===== src/rtl/mux_rr_arbiter.sv =====
// mux_rr_arbiter: round-robin arbiter sequencing a shared 4:1 data mux with registered output.
// Optional grant length limit enabled by defining ARB_HOLD_LIMIT_EN.
`default_nettype none

module mux_rr_arbiter #(
  parameter int WIDTH    = 4,
  parameter int MAX_HOLD = 8
) (
  input  logic             clk,
  input  logic             rstb,
  input  logic [3:0]       req,
  input  logic [WIDTH-1:0] data3,
  input  logic [WIDTH-1:0] data2,
  input  logic [WIDTH-1:0] data1,
  input  logic [WIDTH-1:0] data0,
  output logic [3:0]       gnt,
  output logic [1:0]       sel,
  output logic [WIDTH-1:0] out,
  output logic             out_valid
);

  typedef enum logic {
    IDLE  = 1'b0,
    GRANT = 1'b1
  } state_t;

  state_t           state;
  logic [1:0]       ptr;
  logic [1:0]       cur_idx;
  logic [WIDTH-1:0] cur_data;
  logic [3:0]       others;
  logic [2:0]       pick_idle;
  logic [2:0]       pick_hand;
  logic             released;

  // Returns {found, index} of the first set bit of mask searching from p upward, mod 4.
  function automatic logic [2:0] rr_pick(input logic [3:0] mask, input logic [1:0] p);
    logic [2:0] r;
    logic [1:0] idx;
    r = 3'b000;
    for (int k = 3; k >= 0; k--) begin
      idx = p + 2'(k);
      if (mask[idx]) r = {1'b1, idx};
    end
    return r;
  endfunction

  // sel encodes 3 - index, so the granted index is its bitwise inverse.
  assign cur_idx   = ~sel;
  assign others    = req & ~gnt;
  assign pick_idle = rr_pick(req, ptr);
  assign pick_hand = rr_pick(others, ptr);

`ifdef ARB_HOLD_LIMIT_EN
  logic [7:0] hold_cnt;
  logic       hold_expired;
  assign hold_expired = (hold_cnt == 8'(MAX_HOLD - 1));
  assign released     = !req[cur_idx] || hold_expired;
`else
  assign released     = !req[cur_idx];
`endif

  always_comb begin
    cur_data = data0;
    case (cur_idx)
      2'd0: cur_data = data0;
      2'd1: cur_data = data1;
      2'd2: cur_data = data2;
      2'd3: cur_data = data3;
      default: cur_data = data0;
    endcase
  end

  always_ff @(posedge clk or negedge rstb) begin
    if (!rstb) begin
      state     <= IDLE;
      gnt       <= 4'b0000;
      sel       <= 2'b00;
      ptr       <= 2'd0;
      out       <= '0;
      out_valid <= 1'b0;
`ifdef ARB_HOLD_LIMIT_EN
      hold_cnt  <= 8'd0;
`endif
    end else begin
      out_valid <= (state == GRANT);
      if (state == GRANT) out <= cur_data;

      case (state)
        IDLE: begin
          if (pick_idle[2]) begin
            state <= GRANT;
            gnt   <= 4'b0001 << pick_idle[1:0];
            sel   <= ~pick_idle[1:0];
            ptr   <= pick_idle[1:0] + 2'd1;
`ifdef ARB_HOLD_LIMIT_EN
            hold_cnt <= 8'd0;
`endif
          end
        end
        GRANT: begin
`ifdef ARB_HOLD_LIMIT_EN
          hold_cnt <= hold_cnt + 8'd1;
`endif
          // The outgoing requester is excluded from `others`, so a revoked grant cannot re-win here.
          if (released) begin
            if (pick_hand[2]) begin
              gnt <= 4'b0001 << pick_hand[1:0];
              sel <= ~pick_hand[1:0];
              ptr <= pick_hand[1:0] + 2'd1;
`ifdef ARB_HOLD_LIMIT_EN
              hold_cnt <= 8'd0;
`endif
            end else begin
              state <= IDLE;
              gnt   <= 4'b0000;
            end
          end
        end
        default: state <= IDLE;
      endcase
    end
  end

endmodule

`default_nettype wire


===== config.mk =====
export PLATFORM = sky130hd
export DESIGN_NAME = mux_rr_arbiter
export DESIGN_NICKNAME = d
export VERILOG_FILES = /design/src/rtl/mux_rr_arbiter.sv
export SDC_FILE = /design/constraint.sdc
export NUM_CORES = 1
export LEC_CHECK = 0
export BUFFER_PORTS_ARGS = -buffer_cell sky130_fd_sc_hd__buf_2
export CORE_MARGIN = 2
export CORE_UTILIZATION = 49
export CTS_CLUSTER_SIZE = 25
export DETAILED_ROUTE_END_ITERATION = 10
export PLACE_DENSITY = 0.79
export SKIP_CTS_REPAIR_TIMING = 1
export SLEW_MARGIN = 20
export SYNTH_ARGS = -nofsm -noshare
export SYNTH_HDL_FRONTEND = slang
export SYNTH_SLANG_ARGS = --single-unit
export TNS_END_PERCENT = 20

===== constraint.sdc =====
create_clock -name clk -period 2.81 [get_ports clk]
set_input_delay 0.7025 -clock clk [delete_from_list [all_inputs] [get_ports clk]]
set_output_delay 0.7025 -clock clk [all_outputs]
set_load 0.01 [all_outputs]

# Yosys cells after proc, flatten, opt, wreduce, memory -nomap -nowiden

Index checks and enable logic that the tools add are counted.

Register bits: 14
Logic and storage cells: 76

Mux-type cells: 43
Shifts and indexed selects: 2
Equal/unequal tests: 6
Order comparisons: 5
Add/sub/neg operators: 5
Reduce and logical (&&, ||, !) cells: 3
Bitwise logic cells: 6

Operator list:

| cell                                                                  | number |
|---|---|
| 3-bit two-way mux                                                     | 8 |
| 1-bit binary-select mux with 2-bit select                             | 9 |
| 4-bit case mux with 4 select lines                                    | 1 |
| 2-bit by 3-bit < comparator with 1-bit output, second input constant  | 5 |
| 1-bit two-way mux                                                     | 12 |
| 2-bit two-way mux                                                     | 6 |
| 4-bit two-way mux                                                     | 3 |
| 2-bit case mux with 2 select lines                                    | 2 |
| 4-bit case mux with 2 select lines                                    | 1 |
| 1-bit by 2-bit << shifter with 4-bit output, first input constant     | 2 |
| 2-bit by 1-bit adder with 2-bit output, second input constant         | 3 |
| 2-bit NOT                                                             | 3 |
| 2-bit adder, second input constant                                    | 2 |
| 4-bit bitwise AND                                                     | 1 |
| 2-bit equality test, second input constant                            | 2 |
| 2-bit != test, second input constant                                  | 2 |
| 4-bit NOT                                                             | 1 |
| 3-bit AND reduction                                                   | 1 |
| 2-bit by 1-bit equality test with 1-bit output, second input constant | 1 |
| 2-bit zero test                                                       | 1 |
| 2-bit by 1-bit != test with 1-bit output, second input constant       | 1 |
| 1-bit case mux with 2 select lines                                    | 1 |
| 2-bit AND reduction                                                   | 1 |
| 1-bit NOT                                                             | 1 |

# Depth between registers and ports, before layout

Word-level depth: 12
Mapped depth: 6

# Worst setup path after synthesis

OpenSTA, ideal clock, no wires.

Path type: input -> register
From: input port req[0]
To: register ptr[0]
Path slack: 0.583 ns
Arrival: 2.103 ns
Library setup time: 0.125 ns
Stages on the path: 4
Cell sequence: mux4_2 -> mux2_4 -> a41oi_1 -> mux2_2

Word-level cells in the longest chain between the ends: 11

RTL lines:

| what                                      | line | source |
|---|---|---|
| start, declared                           | 11   | `input logic [3:0] req,` |
| 4-bit bitwise AND                         | 50   | `assign others = req & ~gnt;` |
| 1-bit binary-select mux with 2-bit select | 43   | `if (mask[idx]) r = {1'b1, idx};` |
| 1-bit two-way mux (not written as such)   | 43   |  |
| 3-bit two-way mux (4 in a row)            | 43   |  |
| 2-bit by 1-bit adder with 2-bit output    | 110  | `ptr <= pick_hand[1:0] + 2'd1;` |
| 2-bit two-way mux                         | 107  | `if (pick_hand[2]) begin` |
| 2-bit two-way mux                         | 106  | `if (released) begin` |
| 2-bit case mux with 2 select lines        | 89   | `case (state)` |
| end signal, assigned                      | 95   | `ptr <= pick_idle[1:0] + 2'd1;` |
| end signal, assigned                      | 110  |  |
| end, declared                             | 28   | `logic [1:0] ptr;` |

Several ways; a longest one is shown, not always the timed one. The select of a mux whose other input is x is not followed.
A chain may end at the register's enable or synchronous reset.

# Final worst setup path

Same ends and word-level chain as after synthesis.

==> results.cfg <==
[power]
p_sw_mw = 0.489
seqPwrFrac_pct = 31.1
comb_power_share_pct = 58.8
clkPwrFrac_pct = 10.1
p_leak_nw = 0.519
p_int_mw = 0.658
swShare_pct = 42.6
ir_drop_mv = 0.480
power_density_nw_per_um2 = 994

[timing]
fin_crit_sh_pct = 78.0
whs_ps = 293
worstMarginPinSlew_ps = 477
finalMaxSlewViolations = 0
skew_ps = 4.94
hold_viol_final = 0
min_period_ps = 2190
rsz0062_at_grt = false
finalSetupViolations = 0
slew_headroom_pct = 68.2
fmax_mhz = 456
finalSetupTns_ps = 0

[synth]
yosysSeqAreaShare_pct = 34.3
synth_nets = 116
synth_area_um2 = 950
ys_types = 38
synthCells = 94
avgSynthCellArea_um2 = 10.1
synth_area_leader_cell = dfrtp_1
synth-edff-count = 0
yosysWarnings = 0
synth_seq_cells = 13
synth_top_area_share_pct = 34.3
async_flop_share_pct = 100
ys_top_cells_by_area = dfrtp_1 34%, mux4_2 12%, mux2_2 5.9%, nand2b_1 4.0%, nor2b_1 4.0%
ys.flop_type = dfrtp_1

[cts]
cts_num_sinks = 13
cts_buffers = 3
htreeDepth = 1
clkLatencyLatePin_ps = 280
cts_buffer_depth = 2
ctsRootBufferMaster = clkbuf_4
clk_pin_slew_ps = 80
cts_tree = done

[global_route]
busiest_layer = met2
grt_max_degree = 15
gr-usage-met3_pct = 3.02
overflow = 0
use_met1_pct = 31.1
antenna_found_initial = 0
grt_usage_pct = 25.3
grt_pass1_vias = 887
use_met2_pct = 43.2
grt_pass1_wl_mm = 3.92

[worst_setup_path]
worst-path-stages = 5
cpLargestDelayFamily = multiplexers
arrival_ps = 2360
path_buf_inv = 1
slowest_delay_ps = 490
critPathMaxFanout = 8
critical_path_class = in2reg
cp-start-kind = primary input
crit_slowest_cell = mux4_2
end_kind = flop
crit_path_cell_trace = buf_2, mux4_2, mux2_4, a41oi_1, mux2_2
cp_data_required_time_ps = 2980
reg2reg_depth = 4

[layout]
layout_commonest_cell = buf_2
layout.nets = 150
design_area_um2 = 1150
layout_common_cells = 32 x buf_2, 13 x dfrtp_1, 8 x nand2_1
diodes = 0
synthToLayoutAreaGrowth_pct = 21.6
drive_gt1_share_pct = 39.4

[route]
drc = 0
wire_per_inst_um = 16.1
drtIter0Drc = 41
routed_via_density = 6.23
vias = 947
wirelength_mm = 2.44
ant_nets = 0
dr.pass1.iters = 4

[place]
dp_hpwl_mm = 1.98
gp_congestion = 0.946
placed_area_um2 = 1130
port_buffers = 32

[floorplan]
ios = 33
initial_core_util_pct = 53.3
die_w_um = 48.0
die_h_um = 48.0
die_area_um2 = 2310
std_cell_rows = 15
core-area_um2 = 1780

[job]
cap_violations = 0

[status]
status = complete, no violations

[worst_hold_path]
hold_path.class = in2async
## synth_stat cells, types with 2 or more instances
master      n
o21ai_0     3
nand2b_1    6
nor2b_1     6
o22ai_1     2
inv_1       3
a31oi_1     2
a2bb2oi_1   2
a22oi_1     2
mux4_2      5
nor2_1      6
a21oi_1     3
mux2_2      5
clkbuf_1    2
nor4_1      2
dfrtp_1    13
nand2_1     8
a221oi_1    2
nand3b_1    2
## cell families (layout without fill, tap and decap cells)
group / Yosys count / in the layout / synth area share [%]
mux: 12 / 12 / 20.4
buf+inv: 7 / 40 / 3.29
flops: 13 / 13 / 34.3
simple gates: 34 / 34 / 19.5
compound gates: 28 / 28 / 22.5
## stage by stage
stage	setup slack (ps)	power, mW	utilization, %	std cells
after floorplan	583	0.845	-	94
after global placement	387	1.02	63.3	148
after detailed placement	347	1.03	63.3	148
after CTS	634	1.15	64.8	152
after global routing	561	1.23	64.8	152
final	618	1.15	64.8	152
## routing by layer
metal	part of all wire, %	vias to the layer above
met4	2.5	0
met1	40	443
li1	-	436
met3	7.5	8
met2	50	60
met5	0	-
## state kept, by name, summed over array words and instances (netlist names)
register   cells
gnt            4
out            4
ptr            2
out_valid      1
sel            1
state          1
## power groups by stage
stage | sequential, mW | clock, mW | combinational, mW
floorplan | 0.354 | 0 | 0.492
global placement | 0.357 | 0 | 0.659
detailed placement | 0.360 | 0 | 0.672
CTS | 0.355 | 0.118 | 0.675
global route | 0.366 | 0.125 | 0.738
finish | 0.357 | 0.116 | 0.675
## worst reg2reg max path, cell delays in order, from the launching register on
cell     delay (ps)
dfrtp_1         380
mux4_2          530
mux2_4          320
a41oi_1         330
mux2_2          380
## layout make-up
class | count | area (µm²)
Clock buffer | 4 | 26.3
Fill cell | 158 | 628
Inverter | 3 | 11.3
Multi-Input combinational cell | 74 | 593
Sequential cell | 13 | 325
Tap cell | 25 | 31.3
Timing Repair Buffer | 33 | 168
## worst paths after layout
path / startpoint / end / slack, ps
min in group clk: out[1]$_DFFE_PN0P_ / out[1]$_DFFE_PN0P_ / 510
worst max register to register: ptr[0]$_DFFE_PN0P_ / ptr[0]$_DFFE_PN0P_ / 770
worst min-delay path: rstb / out[0]$_DFFE_PN0P_ / 290
worst min register to register: out[1]$_DFFE_PN0P_ / out[1]$_DFFE_PN0P_ / 510
worst max-delay path: req[0] / ptr[0]$_DFFE_PN0P_ / 620
max in group asynchronous: rstb / gnt[3]$_DFFE_PN0P_ / 2280
(Power assumes the default switching activity.)
